[config.mk]
export PLATFORM = sky130hd
export DESIGN_NAME = nn_layer_sequencer
export DESIGN_NICKNAME = d
export VERILOG_FILES = /design/src/rtl/nn_ctrl_pkg.sv /design/src/rtl/stage_watchdog.sv /design/src/rtl/nn_layer_sequencer.sv
export SDC_FILE = /design/constraint.sdc
export NUM_CORES = 1
export LEC_CHECK = 0
export CAP_MARGIN = 20
export CORE_MARGIN = 1
export CORE_UTILIZATION = 36
export CTS_BUF_LIST = sky130_fd_sc_hd__clkbuf_8
export DETAILED_ROUTE_END_ITERATION = 12
export PLACE_DENSITY_LB_ADDON = 0.08
export SLEW_MARGIN = 30
export SYNTH_ARGS = -nofsm -noshare
export SYNTH_HDL_FRONTEND = slang
export SYNTH_HIERARCHICAL = 1
export SYNTH_SLANG_ARGS = --single-unit
[constraint.sdc]
create_clock -name clk -period 3.78 [get_ports clk]
set_clock_uncertainty 0.05 [all_clocks]
set_input_delay 0.756 -clock clk [delete_from_list [all_inputs] [get_ports clk]]
set_output_delay 0.756 -clock clk [all_outputs]
set_load 0.05 [all_outputs]
[src/rtl/nn_ctrl_pkg.sv]
// Shared definitions for the layer sequencer: state encodings, default watchdog
// limit and a small classification helper.
package nn_ctrl_pkg;

    localparam int DEFAULT_TIMEOUT = 65535;

    typedef enum logic [2:0] {
        S_IDLE   = 3'd0,
        S_POOL   = 3'd1,
        S_DENSE1 = 3'd2,
        S_DENSE2 = 3'd3,
        S_ARGMAX = 3'd4,
        S_DONE   = 3'd5,
        S_ERROR  = 3'd6
    } nn_state_e;

    localparam logic [2:0] ST_IDLE   = 3'd0;
    localparam logic [2:0] ST_POOL   = 3'd1;
    localparam logic [2:0] ST_DENSE1 = 3'd2;
    localparam logic [2:0] ST_DENSE2 = 3'd3;
    localparam logic [2:0] ST_ARGMAX = 3'd4;
    localparam logic [2:0] ST_DONE   = 3'd5;
    localparam logic [2:0] ST_ERROR  = 3'd6;

    // True for the four states that wait on an external compute stage.
    function automatic logic is_stage(input logic [2:0] s);
        return (s >= ST_POOL) && (s <= ST_ARGMAX);
    endfunction

endpackage

[src/rtl/stage_watchdog.sv]
// Per-stage cycle counter; expired is high during the TIMEOUT-th cycle a stage
// has been occupied.
module stage_watchdog
    import nn_ctrl_pkg::*;
#(
    parameter int TIMEOUT = DEFAULT_TIMEOUT
) (
    input  logic clk,
    input  logic reset,
    input  logic clear,
    input  logic count,
    output logic expired
);

    localparam int          W     = $clog2(TIMEOUT + 1);
    localparam logic [W-1:0] LIMIT = W'(TIMEOUT - 1);

    logic [W-1:0] cnt;

    // Counter holds 0 in a stage's first cycle, so it equals LIMIT in cycle TIMEOUT.
    always_ff @(posedge clk) begin
        if (reset) begin
            cnt <= '0;
        end else if (clear) begin
            cnt <= '0;
        end else if (count && (cnt != LIMIT)) begin
            cnt <= cnt + W'(1);
        end else begin
            cnt <= cnt;
        end
    end

    assign expired = count && (cnt == LIMIT);

endmodule

[src/rtl/nn_layer_sequencer.sv]
// Run controller for the digit-recognition pipeline: launches pool, two dense
// layers and argmax in turn, with a per-stage watchdog and run cycle counter.
module nn_layer_sequencer
    import nn_ctrl_pkg::*;
#(
    parameter int TIMEOUT = DEFAULT_TIMEOUT,
    parameter int CNT_W   = 32
) (
    input  logic             clk,
    input  logic             reset,
    input  logic             start,
    input  logic             pool_done,
    input  logic             dense1_done,
    input  logic             dense2_done,
    input  logic             max_done,
    input  logic [7:0]       max_digit,
    output logic             pool_start,
    output logic             dense1_start,
    output logic             dense2_start,
    output logic             max_start,
    output logic             busy,
    output logic [7:0]       digit_out,
    output logic             nn_done,
    output logic             timeout_err,
    output logic [2:0]       stage,
    output logic [CNT_W-1:0] cycle_count
);

    logic [2:0] state_r;
    logic [2:0] next_s;
    logic [2:0] succ_s;
    logic       done_s;
    logic       expired_s;
    logic       accept_s;

    assign stage    = state_r;
    assign accept_s = (state_r == ST_IDLE) && start;

    // The launch pulse marks a stage's first cycle, so it doubles as the done mask.
    always_comb begin
        done_s = 1'b0;
        succ_s = ST_IDLE;
        case (state_r)
            ST_POOL: begin
                done_s = pool_done & ~pool_start;
                succ_s = ST_DENSE1;
            end
            ST_DENSE1: begin
                done_s = dense1_done & ~dense1_start;
                succ_s = ST_DENSE2;
            end
            ST_DENSE2: begin
                done_s = dense2_done & ~dense2_start;
                succ_s = ST_ARGMAX;
            end
            ST_ARGMAX: begin
                done_s = max_done & ~max_start;
                succ_s = ST_DONE;
            end
            default: begin
                done_s = 1'b0;
                succ_s = ST_IDLE;
            end
        endcase
    end

    // Next state; a done in the last permitted cycle takes priority over expiry.
    always_comb begin
        if (state_r == ST_IDLE) begin
            next_s = start ? ST_POOL : ST_IDLE;
        end else if (!is_stage(state_r)) begin
            next_s = ST_IDLE;
        end else if (done_s) begin
            next_s = succ_s;
        end else if (expired_s) begin
            next_s = ST_ERROR;
        end else begin
            next_s = state_r;
        end
    end

    stage_watchdog #(
        .TIMEOUT (TIMEOUT)
    ) u_watchdog (
        .clk     (clk),
        .reset   (reset),
        .clear   (next_s != state_r),
        .count   (is_stage(state_r)),
        .expired (expired_s)
    );

    // State and all registered outputs.
    always_ff @(posedge clk) begin
        if (reset) begin
            state_r      <= ST_IDLE;
            pool_start   <= 1'b0;
            dense1_start <= 1'b0;
            dense2_start <= 1'b0;
            max_start    <= 1'b0;
            busy         <= 1'b0;
            nn_done      <= 1'b0;
            timeout_err  <= 1'b0;
            digit_out    <= 8'd0;
            cycle_count  <= '0;
        end else begin
            state_r      <= next_s;
            pool_start   <= (next_s == ST_POOL)   && (state_r != ST_POOL);
            dense1_start <= (next_s == ST_DENSE1) && (state_r != ST_DENSE1);
            dense2_start <= (next_s == ST_DENSE2) && (state_r != ST_DENSE2);
            max_start    <= (next_s == ST_ARGMAX) && (state_r != ST_ARGMAX);
            busy         <= (next_s != ST_IDLE);
            nn_done      <= (next_s == ST_DONE);

            if (accept_s) begin
                timeout_err <= 1'b0;
            end else if (next_s == ST_ERROR) begin
                timeout_err <= 1'b1;
            end else begin
                timeout_err <= timeout_err;
            end

            if ((state_r == ST_ARGMAX) && done_s) begin
                digit_out <= max_digit;
            end else begin
                digit_out <= digit_out;
            end

            if (accept_s) begin
                cycle_count <= '0;
            end else if (is_stage(state_r) && (cycle_count != {CNT_W{1'b1}})) begin
                cycle_count <= cycle_count + CNT_W'(1);
            end else begin
                cycle_count <= cycle_count;
            end
        end
    end

endmodule

==> flow_metrics.env <==
export IMPL_antenna_found_initial=0
export IMPL_synth_avg_cell_area_sq_um=8.415
export IMPL_multi_input_area_sq_um=1984
export IMPL_design_area_sq_um=4405
export IMPL_htree_levels=3
export IMPL_syn_area_sq_um=3433
export IMPL_dp_hpwl_um=6453
export IMPL_drive_gt1_share_pct=9.186
export IMPL_r2r_setup_slack_ns=0.47
export IMPL_fin_hold_ws_ns=0.4108
export IMPL_worst_r2r_cell_count=11
export IMPL_layout_worst_path_cycle_share_pct=87.44
export IMPL_die_x_um=99.66
export IMPL_drt_iter0_drc=69
export IMPL_synth_xor_area_share_pct=1.020
export IMPL_via_per_inst=5.563
export IMPL_grt_total_usage_pct=19.39
export IMPL_drc=0
export IMPL_rows=35
export IMPL_status="finished, final reports clean"
export IMPL_numCtsBuffers=9
export IMPL_ys_ff_latch=66
export IMPL_yosys_warnings=6
export IMPL_via_count=3382
export IMPL_finalNetCount=492
export IMPL_fp_dieArea_sq_um=9931
export IMPL_core_area_sq_um=9240
export IMPL_postSynthCellCount=408
export IMPL_rsz0062_at_grt="no"
export IMPL_synth_fp_nets=426
export IMPL_wl_per_cell_um=15.07
export IMPL_clock_latency_ns=0.35
export IMPL_synth_edff_count=0
export IMPL_synthAdderAreaFrac_pct=1.093
export IMPL_gp_congestion=0.8711
export IMPL_areaGrowthSynthToFinish_pct=28.32
export IMPL_synth_top_family_by_area="simple AND/OR/NAND/NOR gates"
export IMPL_finalNonFillerCells=608
export IMPL_worstReg2RegEnd="u_watchdog/cnt[7]"
export IMPL_start_kind="flip-flop"
export IMPL_path_class="flip-flop to flip-flop"
export IMPL_slew_headroom_pct=44.86
export IMPL_dpl_worst_slack_ns=0.4391
export IMPL_tightestPinTransition_ns=0.8272
export IMPL_min_path_cells=2
export IMPL_start_util_pct=37.16
export IMPL_grt_max_degree=31
export IMPL_clk_pin_slew_ns=0.07
export IMPL_drv_cap=0
export IMPL_p_per_area_nw_per_um2=329.7
export IMPL_required_ns=3.97
export IMPL_peakVddDrop_mv=0.2075
export IMPL_min_path_type="flip-flop to flip-flop"
export IMPL_rr_startpoint="u_watchdog/cnt[1]"
export IMPL_startpoint="u_watchdog/cnt[1]"
export IMPL_finalHoldViolations=0
export IMPL_cts_buffer_depth=2
export IMPL_hold_buffers=0
export IMPL_cp_end_kind="flip-flop"
export IMPL_drt_total_wl_um=9160
export IMPL_crit_path_end="u_watchdog/cnt[7]"
export IMPL_cp_max_fo=13
export IMPL_post_cts_buffers=0
export IMPL_synth_distinct_cells=62
export IMPL_arrival_ns=3.50
export IMPL_synth_simple_area_share_pct=34.99
export IMPL_slew_viol_final=0
export IMPL_die_y_um=99.66
export IMPL_fin_crit_ns=3.305
export IMPL_p_leak_nw=1.437
export IMPL_fillerInstances=917
export IMPL_async_reset_ff_share_pct=0
export IMPL_ys_flop_type="dfxtp_1"
export IMPL_synth_mux_area_share_pct=1.166
export IMPL_worstHoldStart="digit_out[0]"
export IMPL_clock_root_buffer="clkbuf_8"
export IMPL_setup_viol=0
export IMPL_grt_first_pass_wirelength_um=15320
export IMPL_dpl_cell_area_sq_um=4202
export IMPL_grt_pass1_vias=3105
export IMPL_regArea_sq_um=1321
export IMPL_cts_tree="built"
export IMPL_dp_cells=592
export IMPL_dr_pass1_iters=5
export IMPL_clock_sinks=66
export IMPL_fin_tns_setup_ns=0
export IMPL_gr_total_overflow=0
export IMPL_ios=65
export IMPL_setup_slack_ns=0.4746
export IMPL_synth_compound_area_share_pct=19.39
export IMPL_ant_nets=0
export IMPL_port_buffers=64
export IMPL_fmax_mhz=302.5
export IMPL_yosysSeqAreaShare_pct=38.48
export IMPL_ctsResizeCount=0
export IMPL_antennaDiodeCount=0
logic make-up (layout without fill, tap and decap cells):
family                     Yosys count  after routing
AOI/OAI and AO/OA                  103            103
xor gates and xnor gates             4              4
adders and majority gates            3              3
buffers and inverters               26             97
DFF                                 66             66
muxes                                4              4
and+or+nand+nor                    202            202
cell usage in the layout (no fill, tap or decap), drive strengths merged, types with 16 or more instances in the layout:
| cell type | n |
|---|---|
| nand4 | 23 |
| nor2 | 26 |
| dfxtp | 66 |
| nand3 | 17 |
| or4 | 16 |
| nand2 | 45 |
| clkdlybuf4s50 | 64 |
| a21oi | 39 |
| o21ai | 17 |
| or3 | 18 |
through the flow:
| step | util, % | power (mW) |
|---|---|---|
| 3_3_place_gp | 45.42 | 0.8490 |
| 6_report | 47.68 | 1.452 |
| 3_5_place_dp | 45.47 | 0.8498 |
| 4_1_cts | 47.68 | 1.473 |
| 5_1_grt | 47.68 | 1.512 |
| 2_1_floorplan | - | 0.8033 |
synthesized netlist by cell type, types with 7 or more instances:
| master | instances | area [sq um] |
|---|---|---|
| a21oi_1 | 39 | 195.2 |
| and3_1 | 8 | 50.05 |
| and4_1 | 9 | 78.83 |
| buf_2 | 7 | 35.03 |
| dfxtp_1 | 66 | 1321 |
| inv_1 | 9 | 33.78 |
| nand2_1 | 45 | 168.9 |
| nand3_1 | 17 | 85.08 |
| nand4_1 | 19 | 118.9 |
| nor2_1 | 26 | 97.59 |
| nor3_1 | 8 | 40.04 |
| o21ai_0 | 14 | 70.07 |
| o31ai_1 | 11 | 82.58 |
| or3_1 | 17 | 106.4 |
| or4_1 | 15 | 112.6 |
state kept, by name, indices dropped and copies added, names as in the netlist:
| signal | cells |
|---|---|
| cycle_count | 32 |
| u_watchdog/cnt | 16 |
| digit_out | 8 |
| stage | 3 |
| busy | 1 |
| dense1_start | 1 |
| dense2_start | 1 |
| max_start | 1 |
| nn_done | 1 |
| pool_start | 1 |
| timeout_err | 1 |
worst min-delay path by stage:
stage	to	slack (ns)
floorplan	u_watchdog/cnt[15]	0.41
global placement	digit_out[3]	0.39
detailed placement	digit_out[6]	0.40
CTS	digit_out[6]	0.41
global route	digit_out[1]	0.44
finish	digit_out[0]	0.41
layer usage:
metal / vias up / share of wire [%] / wire length [um] / track usage, %
li1: 1691 / - / - / -
met1: 1616 / 48 / 4388 / 25.39
met2: 65 / 47 / 4265 / 30.93
met3: 10 / 4.2 / 382 / 4.216
met4: 0 / 1.3 / 123 / 7.919
met5: - / 0 / 0 / 0
final cells by class:
class                           instances  area share [%]
Multi-Input combinational cell        316           45.04
Timing Repair Buffer                   72           15.90
Tap cell                              129           3.664
Sequential cell                        66           29.99
Inverter                                9          0.7668
Clock inverter                          5           1.193
Clock buffer                           11           3.437
worst max-delay path: stages (launching register included):
cell	delay, ns
dfxtp_1	0.44
ha_1	0.22
nand3_1	0.21
nor4_2	0.38
and2_1	0.26
or3b_1	0.38
a31oi_2	0.30
nor4_1	0.10
nor3_1	0.23
or2_2	0.33
nor2_1	0.07
a41o_1	0.23
power breakdown:
| group | switching, mW | total (mW) | internal (mW) |
|---|---|---|---|
| sequential | 0.00840 | 0.709 | 0.701 |
| clock | 0.281 | 0.619 | 0.337 |
| combinational | 0.0784 | 0.124 | 0.0461 |
| total | 0.368 | 1.45 | 1.08 |
Note: power is estimated with default switching activity, not from simulation.
